==> src/rtl/compadder_sched_if.sv <==
// Request/result bundle between the two clients and the compound-adder scheduler.
interface compadder_sched_if #(
  parameter int N      = 4,
  parameter int CHUNKS = 4
);
  localparam int W = N * CHUNKS;

  logic         req0, req1;
  logic [W-1:0] a0, b0, a1, b1;
  logic         gnt0, gnt1;
  logic         busy, done, done_id;
  logic [W:0]   sum;

  modport master (
    output req0, req1, a0, b0, a1, b1,
    input  gnt0, gnt1, busy, done, done_id, sum
  );

  modport slave (
    input  req0, req1, a0, b0, a1, b1,
    output gnt0, gnt1, busy, done, done_id, sum
  );
endinterface

==> src/rtl/compadder_sched.sv <==
// Two-client round-robin scheduler that runs W-bit adds through one N-bit
// compound adder, one chunk per cycle, LSB chunk first.

// Compound adder: s = a+b, t = a+b+1, both with carry-out in the MSB.
module Compadder #(
  parameter int N = 4
) (
  input  logic [N-1:0] a,
  input  logic [N-1:0] b,
  output logic [N:0]   s,
  output logic [N:0]   t
);
  assign s = {1'b0, a} + {1'b0, b};
  assign t = {1'b0, a} + {1'b0, b} + {{N{1'b0}}, 1'b1};
endmodule

module compadder_sched #(
  parameter int N      = 4,
  parameter int CHUNKS = 4
) (
  input  logic                clk,
  input  logic                reset,
  compadder_sched_if.slave    bus
);
  localparam int W     = N * CHUNKS;
  localparam int IDX_W = (CHUNKS > 1) ? $clog2(CHUNKS) : 1;

  typedef enum logic [1:0] {IDLE, RUN, DONE} state_t;

  state_t           state, state_nxt;
  logic [W-1:0]     a_sh, b_sh;
  logic             carry;
  logic [IDX_W-1:0] idx;
  logic             last;
  logic             gnt0_r, gnt1_r, done_id_r;
  logic [W:0]       sum_r;

  logic             any_req, win1, last_chunk;
  logic [N:0]       s, t;
  logic [N-1:0]     res;
  logic             cy;

  assign any_req    = bus.req0 | bus.req1;
  // On a tie the client that was not served last wins.
  assign win1       = bus.req1 & (~bus.req0 | ~last);
  assign last_chunk = (idx == IDX_W'(CHUNKS - 1));

  // Operands are kept in shift registers so the active chunk always sits in
  // the low N bits; equivalent to indexing A[idx*N +: N] without a wide mux.
  Compadder #(.N(N)) u_add (
    .a (a_sh[N-1:0]),
    .b (b_sh[N-1:0]),
    .s (s),
    .t (t)
  );

  // Carry-select: the registered carry picks the precomputed +0 or +1 sum.
  always_comb begin
    {cy, res} = carry ? t : s;
  end

  // State register.
  always_ff @(posedge clk) begin
    if (reset) state <= IDLE;
    else       state <= state_nxt;
  end

  // Next-state logic.
  always_comb begin
    state_nxt = state;
    case (state)
      IDLE:    if (any_req) state_nxt = RUN;
      RUN:     if (last_chunk) state_nxt = DONE;
      DONE:    state_nxt = IDLE;
      default: state_nxt = IDLE;
    endcase
  end

  // Datapath: operand capture on grant, chunk-wise sum build-up in RUN.
  always_ff @(posedge clk) begin
    if (reset) begin
      a_sh      <= '0;
      b_sh      <= '0;
      carry     <= 1'b0;
      idx       <= '0;
      last      <= 1'b1;
      gnt0_r    <= 1'b0;
      gnt1_r    <= 1'b0;
      done_id_r <= 1'b0;
      sum_r     <= '0;
    end else begin
      gnt0_r <= 1'b0;
      gnt1_r <= 1'b0;
      case (state)
        IDLE: begin
          if (any_req) begin
            a_sh      <= win1 ? bus.a1 : bus.a0;
            b_sh      <= win1 ? bus.b1 : bus.b0;
            carry     <= 1'b0;
            idx       <= '0;
            last      <= win1;
            done_id_r <= win1;
            gnt0_r    <= ~win1;
            gnt1_r    <= win1;
          end
        end
        RUN: begin
          sum_r[idx*N +: N] <= res;
          carry             <= cy;
          a_sh              <= a_sh >> N;
          b_sh              <= b_sh >> N;
          if (last_chunk) begin
            sum_r[W] <= cy;
            idx      <= '0;
          end else begin
            idx <= idx + 1'b1;
          end
        end
        default: ;
      endcase
    end
  end

  assign bus.gnt0    = gnt0_r;
  assign bus.gnt1    = gnt1_r;
  assign bus.busy    = (state != IDLE);
  assign bus.done    = (state == DONE);
  assign bus.done_id = done_id_r;
  assign bus.sum     = sum_r;
endmodule

==> src/flat_wrapper.sv <==
// flat-port wrapper written by rule: the top's interface ports become plain ports
module compadder_sched_flat 
#(
  parameter int N      = 4,
  parameter int CHUNKS = 4
)
  (clk, reset, bus_req0, bus_req1, bus_a0, bus_b0, bus_a1, bus_b1, bus_gnt0, bus_gnt1, bus_busy, bus_done, bus_done_id, bus_sum);
  compadder_sched_if #(.N(N), .CHUNKS(CHUNKS)) bus_i ();
  input  logic clk;
  input  logic reset;
  input wire logic [$bits(bus_i.req0)-1:0] bus_req0;
  input wire logic [$bits(bus_i.req1)-1:0] bus_req1;
  input wire logic [$bits(bus_i.a0)-1:0] bus_a0;
  input wire logic [$bits(bus_i.b0)-1:0] bus_b0;
  input wire logic [$bits(bus_i.a1)-1:0] bus_a1;
  input wire logic [$bits(bus_i.b1)-1:0] bus_b1;
  output wire logic [$bits(bus_i.gnt0)-1:0] bus_gnt0;
  output wire logic [$bits(bus_i.gnt1)-1:0] bus_gnt1;
  output wire logic [$bits(bus_i.busy)-1:0] bus_busy;
  output wire logic [$bits(bus_i.done)-1:0] bus_done;
  output wire logic [$bits(bus_i.done_id)-1:0] bus_done_id;
  output wire logic [$bits(bus_i.sum)-1:0] bus_sum;
  assign bus_i.req0 = bus_req0;
  assign bus_i.req1 = bus_req1;
  assign bus_i.a0 = bus_a0;
  assign bus_i.b0 = bus_b0;
  assign bus_i.a1 = bus_a1;
  assign bus_i.b1 = bus_b1;
  assign bus_gnt0 = bus_i.gnt0;
  assign bus_gnt1 = bus_i.gnt1;
  assign bus_busy = bus_i.busy;
  assign bus_done = bus_i.done;
  assign bus_done_id = bus_i.done_id;
  assign bus_sum = bus_i.sum;
  compadder_sched #(.N(N), .CHUNKS(CHUNKS)) u_core (.clk(clk), .reset(reset), .bus(bus_i));
endmodule
==> config.mk <==
export PLATFORM = sky130hd
export DESIGN_NAME = compadder_sched_flat
export DESIGN_NICKNAME = d
export VERILOG_FILES = /design/src/rtl/compadder_sched_if.sv /design/src/rtl/compadder_sched.sv /design/src/flat_wrapper.sv
export SDC_FILE = /design/constraint.sdc
export NUM_CORES = 1
export LEC_CHECK = 0
export BUFFER_PORTS_ARGS = -buffer_cell sky130_fd_sc_hd__buf_2
export CAP_MARGIN = 0
export CORE_MARGIN = 3
export CORE_UTILIZATION = 45
export DETAILED_ROUTE_END_ITERATION = 12
export PLACE_DENSITY = 0.74
export SYNTH_ARGS = -nofsm -noshare
export SYNTH_HDL_FRONTEND = slang
export SYNTH_SLANG_ARGS = --single-unit
==> constraint.sdc <==
create_clock -name clk -period 2.39 [get_ports clk]
set_clock_uncertainty 0.15 [all_clocks]
set_input_delay 0.1195 -clock clk [delete_from_list [all_inputs] [get_ports clk]]
set_output_delay 0.1195 -clock clk [all_outputs]
set_load 0.02 [all_outputs]
Yosys cells after proc, flatten, opt, wreduce, memory -nomap -nowiden
Index checks and enable logic that the tools add are counted.
{"block": "totals", "register_bits": 58, "out_inout_bits": 22, "wordCells": 53}
{"block": "classes", "addsub": 4, "n_eq_ne": 5, "shifts": 2, "n_mux": 17, "bitwise_logic": 8, "reduce_logical": 7}
{"op": "16-bit two-way mux", "count": 4}
{"op": "16-bit case mux with 2 select lines", "count": 2}
{"op": "4-bit negation with 34-bit output", "count": 1}
{"op": "4-bit by 34-bit variable shift with 17-bit output (first input constant)", "count": 1}
{"op": "4-bit by 34-bit indexed part select with 17-bit output", "count": 1}
{"op": "17-bit bitwise mux", "count": 1}
{"op": "2-bit two-way mux", "count": 4}
{"op": "2-bit case mux with 2 select lines", "count": 2}
{"op": "2-bit AND reduction", "count": 3}
{"op": "4-bit by 4-bit adder with 5-bit output", "count": 1}
{"op": "5-bit by 1-bit adder with 5-bit output (second input constant)", "count": 1}
{"op": "5-bit two-way mux", "count": 1}
{"op": "1-bit NOT", "count": 5}
{"op": "2-bit == test (second input constant)", "count": 2}
{"op": "2-bit by 1-bit != test with 1-bit output (second input constant)", "count": 2}
{"op": "2-bit nonzero test", "count": 2}
{"op": "3-bit OR reduction", "count": 1}
{"op": "2-bit by 1-bit adder with 2-bit output (second input constant)", "count": 1}
{"op": "2-bit by 1-bit == test with 1-bit output (second input constant)", "count": 1}
{"op": "2-bit logical NOT", "count": 1}
{"op": "1-bit two-way mux", "count": 2}
{"op": "1-bit bitwise OR", "count": 2}
{"op": "1-bit case mux with 2 select lines", "count": 1}
{"op": "1-bit bitwise AND", "count": 1}

Longest topological paths before layout
{"block": "depth", "ltp_word": 6, "mapped_depth": 9}

Cells and area by module
From an unflattened synthesis, not the netlist that was laid out.
{"block": "unflattened", "cells_unflattened": 330, "area_unflattened_um2": 3211.8}
{"mod": "compadder_sched", "n_inst": 1, "cells_each": 310, "area_each_um2": 3016.6, "seq_area_each_um2": 1161.1}
{"mod": "Compadder", "n_inst": 1, "cells_each": 20, "area_each_um2": 195.2, "seq_area_each_um2": 0.0}

Least setup slack after synthesis
No wires, ideal clock.
{"block": "synth_path", "path_kind": "reg2reg", "start": "reg u_core.b_sh[0]", "end": "reg u_core.carry", "t_arrival_ns": 2.021, "required_ns": 2.116, "slack_ns": 0.095, "stages_incl_launch_ff": 10, "path_buffers": 0, "period_less_slack_ns": 2.295, "path_cell_list": "dfxtp_1 -> ha_1 -> inv_1 -> fa_1 -> inv_1 -> ha_1 -> nand3_2 -> or4_4 -> a31oi_1 -> nor2_1"}
{"block": "synth_between", "elab_chain_len": 4}
{"element": "start: declaration", "line": "compadder_sched.sv:31", "source": "logic [W-1:0] a_sh, b_sh;"}
{"element": "start signal: assignment", "line": "compadder_sched.sv:98", "source": "b_sh <= win1 ? bus.b1 : bus.b0;"}
{"element": "start signal: assignment", "line": "compadder_sched.sv:111", "source": "b_sh <= b_sh >> N;"}
{"element": "4-bit by 4-bit adder with 5-bit output (*)", "line": "compadder_sched.sv:13, compadder_sched.sv:14"}
{"element": "5-bit by 1-bit adder with 5-bit output", "line": "compadder_sched.sv:14", "source": "assign t = {1'b0, a} + {1'b0, b} + {{N{1'b0}}, 1'b1};"}
{"element": "5-bit two-way mux (*)", "line": "compadder_sched.sv:59", "source": "{cy, res} = carry ? t : s;"}
{"element": "1-bit case mux with 2 select lines (*)", "line": "compadder_sched.sv:94", "source": "case (state)"}
{"element": "end signal: assignment", "line": "compadder_sched.sv:109", "source": "carry <= cy;"}
{"element": "end: declaration", "line": "compadder_sched.sv:32", "source": "logic carry;"}
Every way passes the cells marked *; elsewhere a longest branch is shown, timed or not.
A chain may end at the register's enable or synchronous reset.

Final worst setup path
Same ends and word-level chain as after synthesis.

==> impl_results.md <==
- Sinks on the clock net: 58
- Fraction of synthesized area in multiplexers: 0.3886%
- Kind of capture point of the worst setup path: register
- Register bit count reported by yosys: 58
- Min Clock Period, post-route: 2.305 ns
- Via count of the first global-routing pass: 2,707
- Highest attainable clock frequency: 433.9 MHz
- Detailed-route wire length: 7678 um
- R2r worst-path depth: 9
- Vias/cell: 5.387
- X dimension of the die: 86.25 um
- Largest fanout on the critical path: 2
- Antenna Violating Nets Remaining: 0
- Clock tree root buffer cell: clkbuf_8
- Skew-Pair Late Insertion Delay: 0.34 ns
- Final setup fails: 0
- Fill count: 557
- R2R setup slack: 0.09 ns
- Power density cells: 687.6 nW/um2
- Internal Pwr Total: 1.767 mW
- RePlAce Congestion: 0.7950
- # placed instances: 512
- Yosys warning count: 0
- Worst hold-check path type: in2reg
- Share of power burned in the clock network: 37.4%
- P_leak: 1.624 nW
- Data required time at the worst endpoint: 2.46 ns
- Power share of the sequential group: 42.8%
- Remaining DRCs: 0
- TritonCTS Buffers: 9
- Commonest non-fill, non-tap cell in the layout: buf_2
- Simple-gate portion of the synthesized area: 24.91%
- Placeable core region: 6061 um2
- Net switching power figure: 733.4 uW
- Largest net degree at the start of global routing: 47
- Post-synth design cell area: 2898 um2
- Worst Hold Path Cells: 5
- Ports: 90
- Post-synthesis compound-gate area fraction: 21.98%
- First-pass iteration count of the detailed router: 4
- Final HPWL from detailed placement: 5273 um
- Transition at the pin with the smallest max-transition slack: 0.9110 ns
- Post-synthesis net count: 448
- Adder-cell share of the synthesized area: 5.872%
- TritonCTS clock tree: done
- Nets: 531
- Non-filler instance count after layout: 530
- Hold Violations, Final: 0
- Overall track demand over capacity in global routing: 21.11%
- Area contributors post-synth: dfxtp_1 (40%), nand2_1 (9.7%), a221oi_1 (7.3%)
- Footprint of the flip-flops and latches: 1164 um2
- Seq/Total Area, Yosys: 40.07%
- Number of port buffers: 89
- Reg-to-reg critical path startpoint: u_core.b_sh[0]
- Max transition margin: 39.27%
- Antenna Cells: 0
- Worst slack on hold paths: 0.02362 ns
- End of the worst register-to-register path: u_core.carry
- Antenna violations before repair: 0
- Critical Path AT: 2.37 ns
- Clock tree buffer depth: 2
- Synth Area in XOR/XNOR: 1.468%
- Result of the run: finished clean
- Clock transition at the register clock pins on the worst setup and hold paths after CTS: 0.07 ns
- Post-synth top flop: dfxtp_1
- Vias: 2,855
- # rows: 28
- H-tree depth reported by CTS: 3
- Period Utilization, post-route: 96.43%
- Fraction of final layout cells sized beyond drive strength 1: 28.79%
- Commonest non-fill, non-tap cells in the layout: buf_2 (89), nand2_1 (75), dfxtp_1 (56)
- Die area: 7438 um2
- Fraction of post-synthesis cell area in the top cell type by area: 40.07%
- Startpoint kind of the worst setup timing path: register
- Number of standard cells after synthesis: 367
- Hold path start: bus_a1[6]
- Crit Path Category: reg2reg
- Initial cell density of the core: 47.81%
- Switching share of total power: 29.33%
- Die height: 86.25 um
- Largest family of logic cells by synthesized area: simple AND/OR/NAND/NOR gates
- Global-route wire length before repair: 12,390 um
- Max-slew violation count: 0
- Max-Cap Viols: 0
- Most area-hungry cell type in the Yosys netlist: dfxtp_1
- Area of combinational cells with multiple inputs: 1629 um2
- Sum of overflow across all layers after global routing: 0
- Wire length per cell after detailed routing: 14.49 um
- Gate power share: 19.8%
- Endpoint of the worst hold path: u_core.a_sh[6]
- Async set-or-reset flop fraction in the synthesized netlist: 0%
- Distinct cell type count after synthesis: 47
- EDFF count, synth: 0
- VDD IR max: 382.7 uV
- Synthesized area per cell: 7.896 um2
- Iter 0 DRT Violations: 147
- Synth-to-layout area growth: 25.48%
- Setup repair after global routing missed its margin: no
==> area by class of cell <==
class,instances,share of cell area [%]
clock buffers,11,4.164
clock inverters,5,1.445
inverters,8,0.8259
multi-input cells,275,44.80
flip-flops and latches,58,32.00
well taps,75,2.581
repair buffers,98,14.18
==> registers in the layout, summed over array words and instances (netlist names) <==
signal,flops
u_core.state,2
u_core.idx,2
u_core.a_sh,16
u_core.bus.sum,17
u_core.last,1
u_core.bus.gnt1,1
u_core.carry,1
u_core.bus.gnt0,1
u_core.b_sh,16
u_core.bus.done_id,1
==> critical path, cell delays in order (launching register included) <==
cell and delay (ns):
dfxtp_2 0.34, ha_4 0.16, inv_2 0.05, fa_2 0.43, inv_2 0.09, ha_4 0.14, nand3_4 0.07, or4_4 0.52
a31oi_1 0.18, nor2_1 0.05
==> what timing repair did <==
item                                   4_1_cts  5_1_grt
hold buffers                                 1        0
gates resized for setup                      3        7
endpoints found under the hold margin        7        0
setup endpoints to repair                    1        2
setup buffers                                1        0
pin swaps                                    1        5
==> through the flow <==
step           setup TNS (ns)  utilization, %  area [um2]  setup slack (ns)  total power [mW]
2_1_floorplan               0               -        2898           0.09459             1.411
3_3_place_gp                0           55.72        3377           0.02972             1.546
3_5_place_dp         -0.01750           55.72        3377          -0.01750             1.557
4_1_cts                     0           59.43        3602          0.008626             2.487
5_1_grt                     0           59.99        3636           0.01020             2.620
6_report                    0           59.99        3636           0.08526             2.500
==> power by group through the flow <==
| stage | Combinational, mW | Clock (mW) | Sequential [mW] |
|---|---|---|---|
| CTS | 0.483 | 0.936 | 1.07 |
| finish | 0.495 | 0.935 | 1.07 |
| global route | 0.552 | 0.991 | 1.08 |
| global placement | 0.460 | 0 | 1.09 |
| detailed placement | 0.469 | 0 | 1.09 |
| floorplan | 0.324 | 0 | 1.09 |
==> metal layers <==
| layer | global-route usage (%) | up-vias | share of wire [%] | wire length [um] |
|---|---|---|---|---|
| met5 | 0 | - | 0 | 0 |
| li1 | - | 1448 | - | - |
| met2 | 34.48 | 83 | 47 | 3641 |
| met4 | 8.215 | 0 | 1.5 | 115 |
| met3 | 5.418 | 11 | 5.2 | 401 |
| met1 | 26.76 | 1313 | 46 | 3518 |
==> synth_stat cells, types with 2 or more instances <==
cell type	instances
xor2_1	2
a21oi_1	38
ha_1	12
dfxtp_1	58
nand4_1	4
nor2b_1	4
nor3_1	2
nand2b_1	6
a31oi_1	9
nand3b_1	4
inv_1	8
clkbuf_1	14
buf_2	8
o21ai_0	2
o21ai_1	3
a221oi_1	24
and3_1	2
nor2_1	52
a22oi_1	12
nand2_1	75
nor3b_1	2
==> logic make-up after synthesis <==
family,count (synthesis)
fa+ha+maj,13
flops,58
xor+xnor,4
buf+inv,34
compound gates,95
simple gates,162
mux,1
==> worst max-delay path by stage <==
stage	startpoint	endpoint	slack [ns]	cells past startpoint
final	u_core.b_sh[0]	u_core.carry	0.09	9
after global placement	u_core.b_sh[0]	u_core.carry	0.03	9
after detailed placement	u_core.a_sh[0]	u_core.carry	-0.02	9
after floorplan	u_core.b_sh[0]	u_core.carry	0.09	9
after CTS	u_core.b_sh[0]	u_core.carry	0.009	9
after global routing	u_core.b_sh[0]	u_core.carry	0.01	9
(Power assumes the default switching activity.)
